### src/rtl/afe_ro_serial_rx.sv
`default_nettype none
// +----------------------------------------------------------------------------+
// | Module  : afe_ro_serial_rx                                                 |
// | Brief   : Oversampled 3-wire AFE serial receiver with stretched valid.     |
// | Revision: 1.0                                                              |
// +----------------------------------------------------------------------------+
module afe_ro_serial_rx #(
  parameter int AFE_DATA_WIDTH = 32,
  parameter int SYNC_STAGES    = 2
) (
  input  logic                      clk_i,
  input  logic                      rst_ni,
  input  logic                      cfg_en_i,
  input  logic                      cfg_cpol_i,
  input  logic                      cfg_msb_first_i,
  input  logic [4:0]                cfg_frame_len_i,
  input  logic [3:0]                cfg_stretch_i,
  input  logic                      afe_cs_ni,
  input  logic                      afe_sclk_i,
  input  logic                      afe_sdata_i,
  output logic [AFE_DATA_WIDTH-1:0] afe_data_o,
  output logic                      afe_data_valid_o,
  output logic                      frame_err_o,
  output logic                      overrun_o,
  output logic                      busy_o
);

  typedef enum logic [1:0] {
    ST_IDLE  = 2'd0,
    ST_SHIFT = 2'd1,
    ST_WAIT  = 2'd2
  } state_t;

  // Synchronizers; r_fill marks when the chain holds post-reset samples.
  logic [SYNC_STAGES-1:0] r_sclk_sync;
  logic [SYNC_STAGES-1:0] r_sdata_sync;
  logic [SYNC_STAGES-1:0] r_cs_sync;
  logic [SYNC_STAGES:0]   r_fill;

  always_ff @(posedge clk_i or negedge rst_ni) begin
    if (!rst_ni) begin
      r_sclk_sync  <= '0;
      r_sdata_sync <= '0;
      r_cs_sync    <= '1;
      r_fill       <= '0;
    end else begin
      r_sclk_sync  <= {r_sclk_sync[SYNC_STAGES-2:0], afe_sclk_i};
      r_sdata_sync <= {r_sdata_sync[SYNC_STAGES-2:0], afe_sdata_i};
      r_cs_sync    <= {r_cs_sync[SYNC_STAGES-2:0], afe_cs_ni};
      r_fill       <= {r_fill[SYNC_STAGES-1:0], 1'b1};
    end
  end

  logic r_sclk_q;
  logic r_sclk_qq;
  logic r_sdata_q;
  logic r_cs_q;
  logic r_cs_qq;
  logic r_armed;

  // A frame already running at reset release is ignored until CS is seen high.
  always_ff @(posedge clk_i or negedge rst_ni) begin
    if (!rst_ni) begin
      r_sclk_q  <= 1'b0;
      r_sclk_qq <= 1'b0;
      r_sdata_q <= 1'b0;
      r_cs_q    <= 1'b1;
      r_cs_qq   <= 1'b1;
      r_armed   <= 1'b0;
    end else begin
      r_sclk_q  <= r_sclk_sync[SYNC_STAGES-1];
      r_sclk_qq <= r_sclk_q;
      r_sdata_q <= r_sdata_sync[SYNC_STAGES-1];
      r_cs_q    <= r_cs_sync[SYNC_STAGES-1];
      r_cs_qq   <= r_cs_q;
      r_armed   <= r_armed | (r_fill[SYNC_STAGES] & r_cs_q);
    end
  end

  logic w_sclk_edge;
  logic w_cs_fall;

  assign w_sclk_edge = cfg_cpol_i ? (r_sclk_qq & ~r_sclk_q) : (~r_sclk_qq & r_sclk_q);
  assign w_cs_fall   = r_armed & r_cs_qq & ~r_cs_q;

  state_t      r_state;
  logic [31:0] r_sr;
  logic [4:0]  r_cnt;
  logic        r_done;
  logic        r_ferr;
  logic        r_busy;
  logic [31:0] w_sr_next;
  logic        w_last;

  always_comb begin
    w_sr_next = r_sr;
    if (cfg_msb_first_i) begin
      w_sr_next = {r_sr[30:0], r_sdata_q};
    end else begin
      w_sr_next[r_cnt] = r_sdata_q;
    end
  end

  assign w_last = (r_cnt == cfg_frame_len_i);

  // The completed word stays in r_sr through WAIT, where it is read by the output stage.
  always_ff @(posedge clk_i or negedge rst_ni) begin
    if (!rst_ni) begin
      r_state <= ST_IDLE;
      r_sr    <= '0;
      r_cnt   <= '0;
      r_done  <= 1'b0;
      r_ferr  <= 1'b0;
      r_busy  <= 1'b0;
    end else begin
      r_done <= 1'b0;
      r_ferr <= 1'b0;
      case (r_state)
        ST_IDLE: begin
          if (cfg_en_i && w_cs_fall) begin
            r_state <= ST_SHIFT;
            r_sr    <= '0;
            r_cnt   <= '0;
            r_busy  <= 1'b1;
          end
        end
        ST_SHIFT: begin
          if (!cfg_en_i) begin
            r_state <= ST_IDLE;
            r_busy  <= 1'b0;
          end else if (w_sclk_edge) begin
            r_sr  <= w_sr_next;
            r_cnt <= r_cnt + 5'd1;
            if (w_last) begin
              r_done  <= 1'b1;
              r_state <= ST_WAIT;
            end
          end else if (r_cs_q) begin
            r_ferr  <= 1'b1;
            r_state <= ST_IDLE;
            r_busy  <= 1'b0;
          end
        end
        ST_WAIT: begin
          if (!cfg_en_i || r_cs_q) begin
            r_state <= ST_IDLE;
            r_busy  <= 1'b0;
          end
        end
        default: begin
          r_state <= ST_IDLE;
          r_busy  <= 1'b0;
        end
      endcase
    end
  end

  logic [AFE_DATA_WIDTH-1:0] r_data;
  logic                      r_valid;
  logic [3:0]                r_stretch;
  logic                      r_frame_err;
  logic                      r_overrun;

  // Valid is held for cfg_stretch_i+1 cycles; words completing inside that window are dropped.
  always_ff @(posedge clk_i or negedge rst_ni) begin
    if (!rst_ni) begin
      r_data      <= '0;
      r_valid     <= 1'b0;
      r_stretch   <= '0;
      r_frame_err <= 1'b0;
      r_overrun   <= 1'b0;
    end else begin
      r_frame_err <= r_ferr;
      r_overrun   <= r_done & r_valid;
      if (r_done && !r_valid) begin
        r_data    <= AFE_DATA_WIDTH'(r_sr);
        r_valid   <= 1'b1;
        r_stretch <= cfg_stretch_i;
      end else if (r_valid) begin
        if (r_stretch == 4'd0) begin
          r_valid <= 1'b0;
        end else begin
          r_stretch <= r_stretch - 4'd1;
        end
      end
    end
  end

  assign afe_data_o       = r_data;
  assign afe_data_valid_o = r_valid;
  assign frame_err_o      = r_frame_err;
  assign overrun_o        = r_overrun;
  assign busy_o           = r_busy;

endmodule
`default_nettype wire

### config.mk
export PLATFORM = sky130hd
export DESIGN_NAME = afe_ro_serial_rx
export DESIGN_NICKNAME = d
export VERILOG_FILES = /design/src/rtl/afe_ro_serial_rx.sv
export SDC_FILE = /design/constraint.sdc
export NUM_CORES = 1
export LEC_CHECK = 0
export ABC_AREA = 1
export BUFFER_PORTS_ARGS = -buffer_cell sky130_fd_sc_hd__buf_4
export CAP_MARGIN = 20
export CORE_MARGIN = 8
export CORE_UTILIZATION = 52
export DETAILED_ROUTE_END_ITERATION = 6
export HOLD_SLACK_MARGIN = 0.02
export PLACE_DENSITY_LB_ADDON = 0.1
export SLEW_MARGIN = 20
export SYNTH_ARGS = -nofsm -noshare
export SYNTH_HDL_FRONTEND = slang
export SYNTH_SLANG_ARGS = --single-unit
### constraint.sdc
create_clock -name clk_i -period 1.3 [get_ports clk_i]
set_input_delay 0.26 -clock clk_i [delete_from_list [all_inputs] [get_ports clk_i]]
set_output_delay 0.26 -clock clk_i [all_outputs]
set_load 0.02 [all_outputs]
Word level (Yosys, flattened, before mapping)
Cells that the tools add are included.
{"block": "totals", "register_bits": 96, "elab_cells": 101, "out_inout_bits": 36, "in_bits": 17}
{"block": "classes", "addsub": 2, "bitwise": 10, "mux": 40, "eq_ne": 12, "n_reduce_logical": 14, "n_lt_le_gt_ge": 2}
{"cell": "$mux 32", "count": 4}
{"cell": "$pmux 32 s2", "count": 1}
{"cell": "$bwmux 32", "count": 1}
{"cell": "$mux 1", "count": 18}
{"cell": "$mux 5", "count": 3}
{"cell": "$mux 2", "count": 6}
{"cell": "$mux 4", "count": 3}
{"cell": "$reduce_and 4->1", "count": 3}
{"cell": "$ne 2x2->1 const B", "count": 5}
{"cell": "$pmux 5 s2", "count": 1}
{"cell": "$ne 4x4->1 const B", "count": 2}
{"cell": "$and 1x1->1", "count": 6}
{"cell": "$lt 5x6->1 const B", "count": 1}
{"cell": "$ne 3x3->1 const B", "count": 2}
{"cell": "$pmux 2 s3", "count": 1}
{"cell": "$add 5x1->5 const B", "count": 1}
{"cell": "$demux 1 s5", "count": 1}
{"cell": "$eq 5x5->1", "count": 1}
{"cell": "$ge 5x1->1 const B", "count": 1}
{"cell": "$logic_not 4->1", "count": 1}
{"cell": "$reduce_bool 2->1", "count": 2}
{"cell": "$sub 4x1->4 const B", "count": 1}
{"cell": "$logic_and 1x1->1", "count": 3}
{"cell": "$not 1->1", "count": 3}
{"cell": "other kinds (8)", "count": 9}

Depth between registers and ports, before layout
{"block": "logic_depth", "ltp_word": 9, "mapped_depth": 9, "mapped_depth_nobuf": 8}

Worst setup path before layout
OpenSTA, ideal clock, no wires.
{"block": "synth_path", "path_kind": "register -> register", "from": "register r_cnt[0]", "to": "register r_sr[23]", "path_buffers": 1, "arrival_ns": 1.264, "stages_incl_launch_ff": 8, "slack_ns": -0.092, "setup_ns": 0.128, "required_time_ns": 1.172, "period_less_slack_ns": 1.392, "cell_sequence": "dfrtp_1 ha_1 clkbuf_1 nand4_1 nand2_1 nand3_1 nand2_1 o21ai_0"}
{"block": "synth_between", "elab_chain_cells": 9, "elab_cells_between_ends": 10, "classes_between": "order compare (2); mux (7); reduce/logical (1)"}
{"element": "from (decl)", "line_no": "88", "text": "logic [4:0] r_cnt;"}
{"element": "from (signal assigned)", "line_no": "133", "text": "r_cnt <= r_cnt + 5'd1;"}
{"element": "$lt 5x6->1 (implied by the code) / $ge 5x1->1 (equally long branches)", "line_no": "100", "text": "w_sr_next[r_cnt] = r_sdata_q;"}
{"element": "$logic_and 1x1->1 (implied by the code)", "line_no": "100"}
{"element": "$mux 1 (implied by the code)", "line_no": "100"}
{"element": "$demux 1 s5 (*)", "line_no": "100"}
{"element": "$bwmux 32 (*)", "line_no": "100"}
{"element": "$mux 32 (*)", "line_no": "97", "text": "if (cfg_msb_first_i) begin"}
{"element": "$mux 32 (*)", "line_no": "131", "text": "end else if (w_sclk_edge) begin"}
{"element": "$mux 32 (*)", "line_no": "128", "text": "if (!cfg_en_i) begin"}
{"element": "$pmux 32 s2 (*)", "line_no": "118", "text": "case (r_state)"}
{"element": "to (signal assigned)", "line_no": "132", "text": "r_sr <= w_sr_next;"}
{"element": "to (decl)", "line_no": "87", "text": "logic [31:0] r_sr;"}
Mark *: on every way between the ends. The rest lies on a longest branch, timed or not. The select of a mux whose other input is x is not followed.
A chain may end at the register's enable or synchronous reset.

Final worst setup path
{"block": "layout_path", "from": "register r_state[0]", "to": "register r_sr[28]"}
{"block": "layout_between", "elab_chain_cells": 3, "elab_cells_between_ends": 8, "classes_between": "eq/ne (4); mux (1); reduce/logical (3)"}
{"element": "from (decl)", "line_no": "86", "text": "state_t r_state;"}
{"element": "from (signal assigned)", "line_no": "109", "text": "r_state <= ST_IDLE;"}
{"element": "from (signal assigned)", "line_no": "121", "text": "r_state <= ST_SHIFT;"}
{"element": "from (signal assigned)", "line_no": "129", "text": "r_state <= ST_IDLE;"}
{"element": "$eq 2x1->1 / $logic_not 2->1 (equally long branches)", "line_no": "118"}
{"element": "$ne 2x2->1 (no source line) / $reduce_bool 2->1 (equally long branches)"}
{"element": "$reduce_and 4->1 (no source line)"}
Several ways; a longest one is shown, not always the timed one.

==> impl_results.md <==
- Congestion Overflow GR: 0
- Vias: 4,235
- Crit share post-route: 1.09
- Critical-path cell list: nor2_2 -> nand3_4 -> nand2_8 -> buf_12 -> clkbuf_16 -> nand3_1 -> nand2_1 -> nand2_1
- First-pass GRT wire length: 19,500 um
- RSZ-0062 raised after global routing: true
- Crit path largest cell delay: 0.45 ns
- P_leak: 2.84 nW
- Net count after synthesis: 598
- Mapped Area: 4560 um^2
- CTS Buf Count: 9
- Outcome: complete, but fails checks
- Sw power: 1.72 mW
- Min-Delay Path Class: in2reg
- Largest net degree at the start of global routing: 60
- Hpwl dp: 7570 um
- Routability cong.: 0.871
- Flop2flop setup slack: -0.11 ns
- CTS tree: done
- Most frequent cells in the layout: nand2_1 (202), buf_4 (91), dfrtp_1 (88), nand3_1 (48), inv_1 (31)
- Synth warnings: 0
- Tmin final: 1.41 ns
- TNS Setup: -2.63 ns
- WHS: 0.136 ns
- Initial Util: 0.529
- CTS Buffer Depth: 2
- Core Area: 8640 um^2
- Vias in the first global route: 4,177
- Global Route met2 Usage: 0.335
- # diodes: 0
- Met1 global-route usage: 0.258
- GRT Resource Usage Total: 0.203
- Setup WS pre-CTS: -0.117 ns
- Port-buffer cells: 52
- Setup Crit Path Kind: reg2reg
- Share of cells above drive strength 1: 0.254
- Met3 Track Usage GR: 0.0369
- Drt pass-1 iters: 5
- Root buffer cell: clkbuf_8
- Area Growth Syn to Fin: 30.9%
- Later-pin clock latency in the skew report: 0.37 ns
- Crit path DAT: 1.67 ns
- Worst Path Required: 1.56 ns
- Core Util, Final: 0.692
- Most common cell after layout, fill and taps aside: nand2_1
- Die W: 110 um
- Peak supply drop: 0.574 mV
- Max-slew violation count: 0
- Failing checks: negative setup slack
- Filler cells: 695
- Fin worst setup slack: -0.111 ns
- Max-cap violation count: 0
- P_int: 4.48 mW
- Setup violations, final: 38
- Drt drc: 0
- Nets: 690
- Critical path fanouts, max: 8
- CTS H-tree lvls: 3
- Sequential area share after synthesis: 0.527
- Hold depth: 3
- Slowest CP cell: dfrtp_1
- Initial DRC count: 392
- # IOs: 53
- DIE AREA: 12,000 um^2
- Routed wire length per instance: 15.2 um
- Vias/cell: 5.43
- Initial antenna violation count: 0
- Row count: 34
- Routed wire length: 11,800 um
- Sequential Power Share: 0.509
- Flops & latches, synth: 96
- Crit start category: flip-flop
- Area of the multi-input gates: 1960 um^2
- Avg Synthesized Cell Area: 7.94 um^2
- Clk slew on worst S/H paths: 0.10 ns
- Reg2Reg Depth: 8
- GRT busiest layer: met2
- Fmax: 0.709 GHz
- TritonCTS Sinks: 96
- Synth cell types: 29
- Hold Violations, Final: 0
- Sw Ratio: 0.277
- CP most frequent cell: nand2_1
- Power, Total: 6.19 mW
- Power Density: 1040 nW/um^2
- Worst Setup End Kind: flip-flop
- Sequential Area: 2410 um^2
- ANT nets after route: 0
- Clock group share of total power: 0.341
- Skew final: 0.0123 ns
- Combinational fraction of design power: 0.150
- Die height: 110 um
- Syn Inst Count: 575
## routing by layer
| metal | part of all wire | vias up |
|---|---|---|
| met4 | 0.020 | 0 |
| met5 | 0 | - |
| met3 | 0.053 | 21 |
| met2 | 0.50 | 135 |
| met1 | 0.42 | 2027 |
| li1 | - | 2052 |
## metrics by stage
stage          std cells  instance area [um^2]
2_1_floorplan        575                  4570
3_3_place_gp         748                  5390
3_5_place_dp         748                  5390
4_1_cts              773                  5810
5_1_grt              780                  5970
6_report             780                  5970
## registers in the layout, summed over array words and instances (netlist names), 2 cells and up
signal / cells
afe_data_o: 32
r_cnt: 5
r_cs_sync: 2
r_fill: 3
r_sclk_sync: 2
r_sdata_sync: 2
r_sr: 32
r_state: 2
r_stretch: 4
## worst max-delay path, delay by kind of cell, from the launching register on
kind	cells	cell delay [ns]
simple gates	6	0.59
flops	1	0.45
buf+inv	2	0.27
## power by group through the flow
stage | clock network [mW] | registers, mW | logic (mW)
after floorplan | 0 | 3.21 | 0.422
after global placement | 0 | 3.20 | 0.751
after detailed placement | 0 | 3.21 | 0.765
after CTS | 2.15 | 3.15 | 0.868
after global routing | 2.27 | 3.16 | 1.03
final | 2.11 | 3.15 | 0.928
## final timing paths
check / startpoint / endpoint
max reg2reg: r_state[0] / r_sr[28]
min in group asynchronous: rst_ni / r_stretch[1]
max in group asynchronous: rst_ni / afe_data_o[25]
min: cfg_stretch_i[1] / r_stretch[1]
max: r_state[0] / r_sr[28]
min reg2reg: r_sdata_sync[1] / r_sdata_q
## cell usage after synthesis (all sizes together)
master	number	area (um^2)
a21o	1	7.51
a21oi	17	85.1
a22oi	1	7.51
and2	1	6.26
buf	21	114
clkbuf	12	45.0
clkinv	1	3.75
conb	1	3.75
dfrtp	92	2300
dfstp	4	105
ha	6	75.1
inv	41	154
nand2	211	797
nand3	54	270
nand3b	1	7.51
nand4	19	119
nor2	31	119
o211ai	1	7.51
o21ai	39	195
o21bai	1	7.51
o22ai	17	106
xnor2	1	8.76
xor2	2	17.5
## cell type report
| cell class | count | area share |
|---|---|---|
| multi-input combinational | 404 | 0.328 |
| sequential | 96 | 0.404 |
| clock inverter | 6 | 0.0126 |
| inverter | 42 | 0.0264 |
| tap | 108 | 0.0226 |
| clock buffer | 10 | 0.0230 |
| timing repair buffer | 114 | 0.183 |
## cells by family after synthesis
kind of cell | count (synthesis) | synth area share
AO/OA/AOI/OAI | 77 | 0.0913
XOR/XNOR | 3 | 0.00576
adder cells (fa/ha/maj) | 6 | 0.0164
buffers and inverters | 75 | 0.0694
flip-flops | 96 | 0.527
other | 1 | 0.000822
AND/OR/NAND/NOR | 317 | 0.289
## what timing repair did
item,CTS,global route
gates resized for setup,24,29
hold buffers,4,0
cloned,2,2
endpoints found under the setup margin,39,61
pin swaps,4,10
buffers inserted,4,5
endpoints found under the hold margin,95,0
No activity file was read; power rests on OpenSTA's default activity.
